File: config.mk
export PLATFORM = sky130hd
export DESIGN_NAME = snp_req_hdlr
export DESIGN_NICKNAME = d
export VERILOG_FILES = /design/src/rtl/snp_req_hdlr.sv
export SDC_FILE = /design/constraint.sdc
export NUM_CORES = 1
export LEC_CHECK = 0
export ABC_CLOCK_PERIOD_IN_PS = 4100
export BUFFER_PORTS_ARGS = -buffer_cell sky130_fd_sc_hd__buf_4
export CORE_AREA = 3 3 428 430
export CTS_CLUSTER_DIAMETER = 50
export DETAILED_ROUTE_END_ITERATION = 16
export DIE_AREA = 0 0 431 433
export HOLD_SLACK_MARGIN = 0.02
export PLACE_DENSITY = 0.32
export SYNTH_ARGS = -nofsm -noshare
export SYNTH_HDL_FRONTEND = slang
export SYNTH_SLANG_ARGS = --single-unit
File: constraint.sdc
create_clock -name clk -period 4.1 [get_ports clk]
set_input_delay 0.82 -clock clk [delete_from_list [all_inputs] [get_ports clk]]
set_output_delay 0.82 -clock clk [all_outputs]
set_load 0.02 [all_outputs]
File: src/rtl/snp_req_hdlr.sv
// Snoop-request handler for one L1 cache controller.
//
// Accepts one bus snoop at a time, looks the indexed line up in the shared
// cache array, applies the MESI snoop transition and answers with a snoop
// response (plus line data when this cache supplies it).
//
// Ports:
//   clk, rst_n            clock, synchronous active-low reset
//   sureq_*               snoop request channel (valid/ready, op, line address)
//   sdrsp_*               snoop response channel (valid/ready, code, line data)
//   arr_rd_*/arr_gnt      arbitrated array read port; data valid the cycle after grant
//   arr_wr_*              state write-back port, always accepted
//
// Encodings shared with the rest of the controller:
//   SUREQ: RD=0, RFO=1, INV=2, 3=no-op snoop
//   SDRSP: OKAY=0 (data supplied), INV=1
//   MESI : I=3'b000, S=3'b010, E=3'b101, M=3'b111 (bit 0 set = owner, supplies data)
module snp_req_hdlr #(
    parameter int unsigned ADDR_WIDTH   = 32,
    parameter int unsigned OFFSET_WIDTH = 6,
    parameter int unsigned IDX_WIDTH    = 8,
    parameter int unsigned BLK_WIDTH    = 512
) (
    input  logic                                       clk,
    input  logic                                       rst_n,
    input  logic                                       sureq_valid,
    output logic                                       sureq_ready,
    input  logic [1:0]                                 sureq_op,
    input  logic [ADDR_WIDTH-1:0]                      sureq_addr,
    output logic                                       sdrsp_valid,
    input  logic                                       sdrsp_ready,
    output logic [1:0]                                 sdrsp_rsp,
    output logic [BLK_WIDTH-1:0]                       sdrsp_data,
    output logic                                       arr_rd_en,
    input  logic                                       arr_gnt,
    output logic [IDX_WIDTH-1:0]                       arr_rd_idx,
    input  logic [ADDR_WIDTH-IDX_WIDTH-OFFSET_WIDTH-1:0] arr_rd_tag,
    input  logic [2:0]                                 arr_rd_st,
    input  logic [BLK_WIDTH-1:0]                       arr_rd_data,
    output logic                                       arr_wr_en,
    output logic [IDX_WIDTH-1:0]                       arr_wr_idx,
    output logic [2:0]                                 arr_wr_st
);

    localparam int unsigned TagWidth = ADDR_WIDTH - IDX_WIDTH - OFFSET_WIDTH;

    localparam logic [1:0] SureqRd  = 2'd0;
    localparam logic [1:0] SureqRfo = 2'd1;
    localparam logic [1:0] SureqInv = 2'd2;

    localparam logic [1:0] SdrspOkay = 2'd0;
    localparam logic [1:0] SdrspInv  = 2'd1;

    localparam logic [2:0] MesiInvalid = 3'b000;
    localparam logic [2:0] MesiShared  = 3'b010;

    typedef enum logic [1:0] {StIdle, StLookup, StUpdate, StResp} state_e;

    state_e                 state_q, state_d;
    logic [1:0]             op_q, op_d;
    logic [IDX_WIDTH-1:0]   idx_q, idx_d;
    logic [TagWidth-1:0]    tag_q, tag_d;
    logic [1:0]             rsp_q, rsp_d;
    logic [BLK_WIDTH-1:0]   data_q, data_d;

    logic                   hit;
    logic                   supply;
    logic [2:0]             new_st;

    // Offset bits never matter for a line-granular snoop.
    logic unused_offset;
    assign unused_offset = ^sureq_addr[OFFSET_WIDTH-1:0];

    // Lookup result; only meaningful in StUpdate, when arr_rd_* carry the granted read.
    always_comb begin
        hit = (arr_rd_tag == tag_q) && (arr_rd_st != MesiInvalid);
        case (op_q)
            SureqRd:            new_st = MesiShared;
            SureqInv, SureqRfo: new_st = MesiInvalid;
            default:            new_st = arr_rd_st;
        endcase
        supply = hit && arr_rd_st[0] && ((op_q == SureqRd) || (op_q == SureqRfo));
    end

    always_comb begin
        state_d = state_q;
        op_d    = op_q;
        idx_d   = idx_q;
        tag_d   = tag_q;
        rsp_d   = rsp_q;
        data_d  = data_q;
        unique case (state_q)
            StIdle: begin
                if (sureq_valid) begin
                    op_d    = sureq_op;
                    idx_d   = sureq_addr[OFFSET_WIDTH+IDX_WIDTH-1:OFFSET_WIDTH];
                    tag_d   = sureq_addr[ADDR_WIDTH-1:OFFSET_WIDTH+IDX_WIDTH];
                    state_d = StLookup;
                end
            end
            StLookup: begin
                if (arr_gnt) begin
                    state_d = StUpdate;
                end
            end
            StUpdate: begin
                // Capture the response here so it stays stable while the bus stalls.
                rsp_d   = supply ? SdrspOkay : SdrspInv;
                data_d  = supply ? arr_rd_data : '0;
                state_d = StResp;
            end
            StResp: begin
                if (sdrsp_ready) begin
                    rsp_d   = SdrspInv;
                    data_d  = '0;
                    state_d = StIdle;
                end
            end
            default: state_d = StIdle;
        endcase
    end

    always_ff @(posedge clk) begin
        if (!rst_n) begin
            state_q <= StIdle;
            op_q    <= '0;
            idx_q   <= '0;
            tag_q   <= '0;
            rsp_q   <= SdrspInv;
            data_q  <= '0;
        end else begin
            state_q <= state_d;
            op_q    <= op_d;
            idx_q   <= idx_d;
            tag_q   <= tag_d;
            rsp_q   <= rsp_d;
            data_q  <= data_d;
        end
    end

    // Handshake strobes are masked by rst_n so a reset cycle can neither
    // accept, write nor complete a response.
    assign sureq_ready = rst_n && (state_q == StIdle);
    assign arr_rd_en   = (state_q == StLookup);
    assign arr_rd_idx  = idx_q;
    assign arr_wr_en   = rst_n && (state_q == StUpdate) && hit;
    assign arr_wr_idx  = arr_wr_en ? idx_q : '0;
    assign arr_wr_st   = arr_wr_en ? new_st : '0;
    assign sdrsp_valid = rst_n && (state_q == StResp);
    assign sdrsp_rsp   = rsp_q;
    assign sdrsp_data  = data_q;

endmodule
**After elaboration in Yosys (flattened, before gate mapping)**

Cells that the tools add are included.

- Bits in latches: 0
- Memory bits (read-only): 0
- Bits of input ports: 572
- Bits in registers: 544
- Memory bits (writable): 0
- Memories kept: 0

- Eq/ne operators: 9
- Add/subtract/negate cells: 0
- Shift operators: 0
- $lt $le $gt $ge: 0
- Divide/modulo/power cells: 0
- Bitwise gates (word level): 0
- Multiply operators: 0
- Reductions and logical operators: 16
- Mux-type cells: 13

Operators by type and width:

| operator | count |
|---|---|
| 512-bit two-way mux | 2 |
| 512-bit case mux with 2 select lines | 1 |
| 18-bit == test | 1 |
| 2-bit two-way mux | 4 |
| 8-bit two-way mux | 1 |
| 2-bit case mux with 4 select lines | 1 |
| 1-bit logical AND | 7 |
| 2-bit == test, second input constant | 3 |
| 3-bit case mux with 2 select lines | 1 |
| 2-bit by 1-bit == test with 1-bit output, second input constant | 2 |
| 2-bit zero test | 2 |
| 2-bit != test, second input constant | 2 |
| 2-bit case mux with 2 select lines | 1 |
| 2-bit AND reduction | 2 |
| 3-bit two-way mux | 1 |
| 3-bit AND reduction | 1 |
| 3-bit nonzero test | 1 |
| 2-bit by 1-bit != test with 1-bit output, second input constant | 1 |
| 2-bit nonzero test | 1 |
| 2-bit OR reduction | 1 |
| 1-bit logical OR | 1 |
| 1-bit two-way mux | 1 |

**Depth between registers and ports, before layout**

Gate-level depths: netlist of the first run.

- Depth after elaboration: 6
- Mapped depth: 8
- Gate-level depth less buffers: 5

**Worst setup path before layout of the first run**

No wires, ideal clock.

- Path kind: in2out
- Start point: input port arr_rd_tag[7]
- End point: output port arr_wr_st[0]
- Stages on the path: 5
- Required time: 3280 ps
- Arrival time: 2356 ps
- Slack: 924 ps
- Cell sequence: xor2_1 nor4_2 nand4b_1 clkbuf_1 nor4_1

- Cells in the longest elaborated chain, start to end: 4

Ends and longest elaborated chain:

| item | RTL line | text |
|---|---|---|
| start: declaration | 37 | `input logic [ADDR_WIDTH-IDX_WIDTH-OFFSET_WIDTH-1:0] arr_rd_tag,` |
| 18-bit == test | 76 | `hit = (arr_rd_tag == tag_q) && (arr_rd_st != MesiInvalid);` |
| 1-bit logical AND | 76 |  |
| 1-bit logical AND | 146 | `assign arr_wr_en = rst_n && (state_q == StUpdate) && hit;` |
| 3-bit two-way mux | 148 | `assign arr_wr_st = arr_wr_en ? new_st : '0;` |
| end: declaration | 42 | `output logic [2:0] arr_wr_st` |

No other way between the ends.

**Final worst setup path of the first run**

- Start point: register tag_q[14]
- End point: output port arr_wr_st[0]

- Cells in the longest elaborated chain, start to end: 4

Ends and longest elaborated chain:

| item | RTL line | text |
|---|---|---|
| start: declaration | 62 | `logic [TagWidth-1:0] tag_q, tag_d;` |
| start signal: assignment | 135 | `tag_q <= tag_d;` |
| 18-bit == test | 76 |  |
| 1-bit logical AND | 76 |  |
| 1-bit logical AND | 146 |  |
| 3-bit two-way mux | 148 |  |

No other way between the ends.

==> impl_metrics.csv, run 1 <==
group,metric,value,unit
critical_path,cp-end-kind,"output port",
pwr,cell_internal_pwr,14.9,mW
global_routing,first_global_vias,26786,
critical_path,register_to_register_setup_slack,1510,ps
synth,mappedNetlistNets,3175,
floorplan,design.core.area,180000,µm²
route,routed_via_density,4.37,
sta,finalCritPeriodShare,0.913,
global_routing,pin_count_of_the_biggest_net_entering_global_routing,144,
floorplan,die_w,431,µm
pwr,power.density_cell_area,502,nW/µm²
hold_path,whs_path_depth,3,
clocking,tritoncts_num_sinks,543,
synth,synth_ff_type,"dfxtp_1",
cells_and_area,finalNetCount,4141,
critical_path,worstReg2RegStart,"state_q[0]",
pwr,switching_share,0.335,
clocking,cts_htree_levels,3,
synth,post_synth_edffs,0,
clocking,cts_setup_buffers,0,
cells_and_area,combined_flip_flop_and_latch_cell_area,10900,µm²
critical_path,worst_r2r_endpoint,"sdrsp_data[179]",
pwr,clkPwrFrac,0.484,
cells_and_area,layout.cells.most_common_list,"buf_4, dfxtp_1, nand3_1",
clocking,cts-hold-fix-buffers,0,
hold_path,hold_end,"tag_q[17]",
critical_path,cp-start-kind,"flip-flop",
critical_path,reg2reg_depth,6,
route,via_count_of_the_routed_design,26476,
cells_and_area,layout-area-overhead-vs-synth,53.0,%
clocking,cts_made_buffers,120,
global_routing,grt_pass1_wl,211,mm
hold_path,hold_path.class,"in -> reg",
clocking,post_cts.resized_instances,0,
cells_and_area,layout_commonest_cell,"buf_4",
route,drt_pre_antenna_iters,5,
synth,ys_warn_count,0,
floorplan,initial_core_util,0.162,
synth,synth_cell_type_count,32,
synth,synth.ff_latch_count,543,
clocking,cts_tree,"done",
pwr,comb_power_share,0.274,
sta,final_max_slew_viol_count,0,
pwr,total_leakage_power,18.0,nW
place,detailed_place_hpwl,106,mm
global_routing,antenna_violations_before_repair,40,
critical_path,timing.critical_path.required,3280,ps
route,drt.antenna.violating_nets,0,
synth,avgSynthCellArea,11.2,µm²
synth,synth_top_area_frac,0.373,
clocking,ctsLongestPathBuffers,3,
clocking,clock_insertion_delay_worst_skew,740,ps
critical_path,cp_data_arrival_time,2920,ps
synth,synth_top_area_cell,"dfxtp_1",
sta,setup_viol_count_final,0,
synth,synthCells,2598,
sta,timing.final.hold_violations,0,
cells_and_area,layout-drive-gt1-share,0.514,
sta,timing.setup.tns,0,ps
floorplan,number_of_top_level_pins,1109,
sta,fmax,0.267,GHz
synth,ys_seq_area_frac,0.373,
place,place_congestion,0.787,
cells_and_area,multiInputGateArea,16700,µm²
floorplan,die-area,187000,µm²
route,postRouteWirelength,152,mm
pwr,switching_power,7.51,mW
hold_path,min_from,"sureq_addr[31]",
critical_path,timing.critical_path.fanout_max,12,
clocking,path_clk_slew,50,ps
floorplan,core.rowCount,156,
pwr,report.power.total,22.4,mW
global_routing,grt_total_ovfl,0,
route,drtIter0Drc,1339,
synth,syn_area,29200,µm²
route,remaining_drc_errors,0,
synth,synth.top_cells.by_area,"dfxtp_1, o41ai_2, mux2i_1",
run,maxCapViolations,0,
sta,finalWorstPathRequiredPeriod,3740,ps
floorplan,die_y,433,µm
sta,max_slew_margin,0.260,
global_routing,grt.total_usage,0.154,
cells_and_area,nFillCells,19205,
clocking,cts-root-buf,"clkbuf_16",
pwr,vdd_drop_max,0.334,mV
run_status,outcome,"finished, final reports clean",
cells_and_area,postLayoutCoreUtil,0.248,
pwr,sequentialPowerShare,0.242,
synth,async_reset_ff_frac,0,
sta,timing_worst_slew_pin_value,1110,ps
sta,largest_clock_skew_in_the_final_design,33.3,ps
route,avgRoutedWirePerCell,25.1,µm
critical_path,timing_worst_setup_path_type,"reg -> out",
sta,rsz0062_at_grt,"false",
place,port_buffers,1101,
[state kept, by name (all words and copies together), names as in the netlist]
signal,count
op_q,2
state_q,2
sdrsp_rsp,1
tag_q,18
sdrsp_data,512
arr_rd_idx,8
[through the flow]
stage	setup WS (ps)	cells	instance area, µm²	hold WS, ps
floorplan	924	2598	29200	455
global placement	625	5812	40100	470
detailed placement	516	5812	40100	477
CTS	252	6039	44500	229
global route	132	6059	44600	291
finish	357	6062	44600	341
[power by group through the flow]
stage               clock (mW)  sequential, mW  combinational, mW
finish                    10.8            5.43               6.13
global route              11.4            5.43               6.57
CTS                       11.2            5.43               6.28
detailed placement           0            5.54               6.26
global placement             0            5.53               6.30
floorplan                    0            5.51               4.15
[Yosys cell counts (all sizes together), types with 5 or more instances]
master / instances
a21boi: 28
o41ai: 512
clkbuf: 156
dfxtp: 543
inv: 13
mux2i: 514
xor2: 18
nand3: 515
nand2: 61
buf: 197
nor4: 15
ha: 5
[worst max-delay path by stage]
stage | startpoint | to
2_1_floorplan | arr_rd_tag[7] | arr_wr_st[0]
6_report | tag_q[14] | arr_wr_st[0]
3_3_place_gp | arr_rd_tag[14] | arr_wr_st[0]
5_1_grt | tag_q[14] | arr_wr_st[1]
4_1_cts | tag_q[14] | arr_wr_st[0]
3_5_place_dp | arr_rd_tag[14] | arr_wr_st[0]
[worst max-delay path: stages (launching register included)]
cell and delay, ps:
dfxtp_1 330, xor2_1 180, nor4_2 470, nand4b_1 520, nor4_1 500, buf_4 220
[per-layer routing]
layer  vias up  global-route usage  part of all wire
li1      12255                   -                 -
met1     13148               0.182              0.40
met2       847               0.255              0.49
met3       218              0.0488             0.072
met4         8              0.0659             0.034
met5         -                   0           0.00033
[layout make-up]
type	count	area share
multi-input combinational	1689	0.374
sequential	543	0.244
timing repair buffer	1197	0.213
clock buffer	157	0.0761
tap	2370	0.0665
clock inverter	70	0.0238
antenna	23	0.00129
inverter	13	0.00109
[cells by family (layout without fill, tap and decap cells)]
family,count (synthesis),count (layout),share of synthesized area
compound gates,544,544,0.283
buf+inv,366,1437,0.0564
fa+ha+maj,5,5,0.00215
flops,543,543,0.373
xor+xnor,18,18,0.00541
other cells,1,24,0.000129
mux,515,515,0.177
simple gates,606,606,0.103
Power figures use the tool's default switching activity.
==> run 2, diff against run 1 <==
- MAX_ROUTING_LAYER: not set -> met4
==> impl_metrics.csv, run 2 (synthesis results as in run 1) <==
group,metric,value,unit
run_status,outcome,"finished, final reports clean",
sta,final_max_slew_viol_count,0,
critical_path,cp-end-kind,"output port",
route,routed_via_density,4.37,
global_routing,grt.total_usage,0.158,
global_routing,grt_total_ovfl,0,
clocking,cts_tree,"done",
clocking,path_clk_slew,50,ps
sta,timing.setup.tns,0,ps
clocking,cts-hold-fix-buffers,0,
cells_and_area,layout_commonest_cell,"buf_4",
floorplan,number_of_top_level_pins,1109,
critical_path,critical_path_buf_inv_count,1,
critical_path,critical_path.cell_chain,"xor2_1 -> nor4_2 -> nand4b_1 -> nor4_1 -> buf_4",
hold_path,hold_path.class,"in -> reg",
floorplan,core.rowCount,156,
cells_and_area,layout-drive-gt1-share,0.514,
sta,timing_worst_slew_pin_value,1100,ps
sta,largest_clock_skew_in_the_final_design,38.5,ps
sta,rsz0062_at_grt,"false",
sta,fmax,0.267,GHz
critical_path,timing_worst_setup_path_type,"reg -> out",
place,place_congestion,0.798,
sta,setup_viol_count_final,0,
critical_path,timing.critical_path.required,3280,ps
cells_and_area,largest_register_ffs,512,
floorplan,die_w,431,µm
pwr,total_leakage_power,18.0,nW
critical_path,cp-start-kind,"flip-flop",
sta,finalWorstPathRequiredPeriod,3750,ps
clocking,ctsLongestPathBuffers,3,
critical_path,cp_data_arrival_time,2930,ps
global_routing,first_global_vias,26872,
floorplan,die-area,187000,µm²
route,postRouteWirelength,153,mm
clocking,tritoncts_num_sinks,543,
place,numPlacedInstances,5812,
global_routing,grt_pass1_wl,211,mm
critical_path,reg2reg_depth,6,
cells_and_area,finalNetCount,4141,
hold_path,min_from,"sureq_addr[31]",
place,detailed_place_hpwl,106,mm
critical_path,critPathSlowestCell,"nand4b_1",
place,port_buffers,1101,
route,avgRoutedWirePerCell,25.1,µm
sta,whs,336,ps
route,drtIter0Drc,1245,
pwr,vdd_drop_max,0.332,mV
critical_path,critical_path.top_delay_family,"simple AND/OR/NAND/NOR gates",
floorplan,initial_core_util,0.162,
clocking,cts_made_buffers,120,
critical_path,critical-path-max-stage-delay,520,ps
critical_path,register_to_register_setup_slack,1500,ps
pwr,power.density_cell_area,502,nW/µm²
floorplan,design.core.area,180000,µm²
hold_path,whs_path_depth,3,
cells_and_area,postLayoutCoreUtil,0.248,
global_routing,antenna_violations_before_repair,44,
clocking,post_cts.resized_instances,0,
route,drt_pre_antenna_iters,5,
sta,timing.final.hold_violations,0,
route,remaining_drc_errors,0,
route,via_count_of_the_routed_design,26551,
clocking,cts-root-buf,"clkbuf_16",
cells_and_area,layout.cells.most_common_list,"buf_4, dfxtp_1, nand3_1",
global_routing,pin_count_of_the_biggest_net_entering_global_routing,144,
run,maxCapViolations,0,
clocking,cts_setup_buffers,0,
pwr,report.power.total,22.4,mW
sta,finalCritPeriodShare,0.914,
critical_path,timing.critical_path.fanout_max,12,
cells_and_area,count_of_non_filler_cells_in_the_finished_layout,6071,
critical_path,worst_r2r_endpoint,"sdrsp_data[357]",
critical_path,worstReg2RegStart,"state_q[0]",
floorplan,die_y,433,µm
route,drt.antenna.violating_nets,0,
clocking,clock_insertion_delay_worst_skew,750,ps
sta,max_slew_margin,0.268,
cells_and_area,layout-area-overhead-vs-synth,53.0,%
clocking,cts_htree_levels,3,
hold_path,hold_end,"tag_q[17]",
run 2: cell types whose count changed in the layout (fill, tap and decap cells not counted):
cell     previous run  this run
diode_2            23        32
run 2: how the worst max path moves through the flow:
stage                   start      endpoint  slack [ps]  depth (start not counted)
6_report            tag_q[14]  arr_wr_st[0]         350                          5
5_1_grt             tag_q[14]  arr_wr_st[1]         130                          5
4_1_cts             tag_q[14]  arr_wr_st[0]         250                          5
3_5_place_dp   arr_rd_tag[14]  arr_wr_st[0]         520                          6
3_3_place_gp   arr_rd_tag[14]  arr_wr_st[0]         620                          6
2_1_floorplan   arr_rd_tag[7]  arr_wr_st[0]         920                          5
run 2: where the power goes:
part / leakage, nW / internal [mW] / switching [mW]
combinational: 11.5 / 2.25 / 3.88
sequential: 4.38 / 5.35 / 0.0779
clock: 2.17 / 7.30 / 3.54
total: 18.0 / 14.9 / 7.50
run 2: final cells by class:
type	count	area [µm²]
fill	19201	136000
multi-input combinational	1689	16700
sequential	543	10900
timing repair buffer	1197	9510
clock buffer	157	3390
tap	2370	2970
clock inverter	70	1060
antenna	32	80.1
inverter	13	48.8
run 2: through the flow:
stage | instance area, µm² | setup slack (ps)
after global routing | 44600 | 129
after global placement | 40100 | 625
after floorplan | 29200 | 924
after detailed placement | 40100 | 516
final | 44600 | 354
after CTS | 44500 | 252
run 2: worst reg2reg max path: stages, from the launching register on:
cell     delay [ps]
dfxtp_1         330
inv_1           110
ha_1            380
mux2_8          630
buf_12          540
mux2i_1         380
o41ai_2          80
run 2: per-layer routing:
layer  routed length, µm  share of wire  track usage
met1               62400           0.41        0.183
met2               74900           0.49        0.255
met3               10100          0.066       0.0461
met4                5120          0.034       0.0658
met5                   0              0            -
==> run 3, diff against run 2 <==
- ABC_CLOCK_PERIOD_IN_PS: 4100 -> not set
- RECOVER_POWER: not set -> 50
==> impl_metrics.csv, run 3 (synthesis results as in run 1) <==
group,metric,value,unit
run_status,outcome,"finished, final reports clean",
sta,timing.setup.tns,0,ps
global_routing,grt_pass1_wl,211,mm
global_routing,grt.total_usage,0.158,
sta,final_max_slew_viol_count,0,
sta,largest_clock_skew_in_the_final_design,37.2,ps
floorplan,die-area,187000,µm²
cells_and_area,layout-drive-gt1-share,0.373,
clocking,tritoncts_num_sinks,543,
clocking,cts_htree_levels,3,
route,via_count_of_the_routed_design,26490,
place,detailed_place_hpwl,106,mm
cells_and_area,count_of_non_filler_cells_in_the_finished_layout,6070,
critical_path,cp-start-kind,"flip-flop",
clocking,cts_tree,"done",
cells_and_area,combined_flip_flop_and_latch_cell_area,10900,µm²
clocking,cts-root-buf,"clkbuf_16",
cells_and_area,layout-area-overhead-vs-synth,46.3,%
place,numPlacedInstances,5812,
critical_path,cp_data_arrival_time,2810,ps
sta,fmax,0.276,GHz
global_routing,first_global_vias,26872,
floorplan,design.core.area,180000,µm²
floorplan,core.rowCount,156,
cells_and_area,finalNetCount,4141,
critical_path,cp-end-kind,"output port",
cells_and_area,largest_register_ffs,512,
cells_and_area,multiInputGateArea,16700,µm²
floorplan,number_of_top_level_pins,1109,
sta,rsz0062_at_grt,"false",
sta,timing.final.hold_violations,0,
place,dpl_cell_area,40100,µm²
place,port_buffers,1101,
sta,finalWorstPathRequiredPeriod,3630,ps
critical_path,timing_worst_setup_path_type,"reg -> out",
pwr,power.density_cell_area,524,nW/µm²
floorplan,die_w,431,µm
clocking,post_cts.resized_instances,0,
route,drt_pre_antenna_iters,5,
sta,timing_worst_slew_pin_value,1420,ps
route,routed_via_density,4.36,
route,avgRoutedWirePerCell,25.1,µm
floorplan,die_y,433,µm
sta,max_slew_margin,0.0520,
clocking,cts_setup_buffers,0,
clocking,clock_insertion_delay_worst_skew,740,ps
route,postRouteWirelength,152,mm
route,drt.antenna.violating_nets,0,
run,maxCapViolations,0,
route,remaining_drc_errors,0,
cells_and_area,nFillCells,19597,
floorplan,initial_core_util,0.162,
clocking,ctsLongestPathBuffers,3,
cells_and_area,layout.cells.most_common_list,"buf_4, dfxtp_1, clkbuf_1",
clocking,cts_made_buffers,120,
route,drtIter0Drc,1203,
sta,finalCritPeriodShare,0.885,
place,place_congestion,0.798,
pwr,total_leakage_power,15.8,nW
critical_path,timing.critical_path.fanout_max,12,
clocking,path_clk_slew,50,ps
global_routing,antenna_violations_before_repair,44,
global_routing,pin_count_of_the_biggest_net_entering_global_routing,144,
global_routing,grt_total_ovfl,0,
hold_path,hold_path.class,"in -> reg",
cells_and_area,layout_commonest_cell,"buf_4",
cells_and_area,finalInstanceArea,42700,µm²
pwr,vdd_drop_max,0.332,mV
sta,setup_viol_count_final,0,
critical_path,timing.critical_path.required,3280,ps
clocking,cts-hold-fix-buffers,0,
run 3: cell types whose count changed in the layout (fill, tap and decap cells not counted):
cell and change:
diode_2 -1, and2_1 -1, clkbuf_1 +517, nand2_4 -1, buf_4 -517, nand2_1 +1, and2_0 +1
run 3: area by class of cell:
cell class,count,share of cell area
sequential,543,0.255
clock buffer,157,0.0795
tap,2370,0.0695
antenna,31,0.00182
clock inverter,70,0.0248
inverter,13,0.00114
multi-input combinational,1689,0.391
timing repair buffer,1197,0.177
run 3: final timing paths:
| kind | from | slack, ps | end | cells after the start |
|---|---|---|---|---|
| worst max-delay path | tag_q[2] | 470 | arr_wr_st[0] | 5 |
| worst min register to register | sdrsp_data[10] | 480 | sdrsp_data[10] | 2 |
| worst min-delay path | sureq_addr[31] | 330 | tag_q[17] | 3 |
| worst max register to register | tag_q[2] | 1220 | sdrsp_data[146] | 6 |
run 3: metrics by stage:
| stage | power [mW] | utilization | hold slack (ps) | worst slack, ps |
|---|---|---|---|---|
| 3_3_place_gp | 11.8 | 0.222 | 470 | 625 |
| 5_1_grt | 23.4 | 0.237 | 291 | 249 |
| 4_1_cts | 22.9 | 0.247 | 229 | 252 |
| 2_1_floorplan | 9.66 | - | 455 | 924 |
| 3_5_place_dp | 11.8 | 0.222 | 477 | 516 |
| 6_report | 22.4 | 0.237 | 335 | 470 |
run 3: where the power goes:
part	leakage [nW]	internal (mW)	switching (mW)	total, mW
sequential	4.38	5.35	0.0763	5.43
combinational	9.24	2.24	3.87	6.11
clock	2.17	7.30	3.54	10.8
run 3: critical path, stage by stage, from the launching register on:
cell	delay, ps
dfxtp_1	340
xor2_1	180
nor4_2	350
nand4b_1	500
nor4_1	510
buf_4	220
run 3: routing by layer:
metal | share of wire | global-route usage | up-vias
met1 | 0.41 | 0.183 | 13140
met4 | 0.035 | 0.0658 | 0
met3 | 0.068 | 0.0461 | 228
li1 | - | - | 12259
met2 | 0.49 | 0.255 | 863
met5 | 0 | - | -
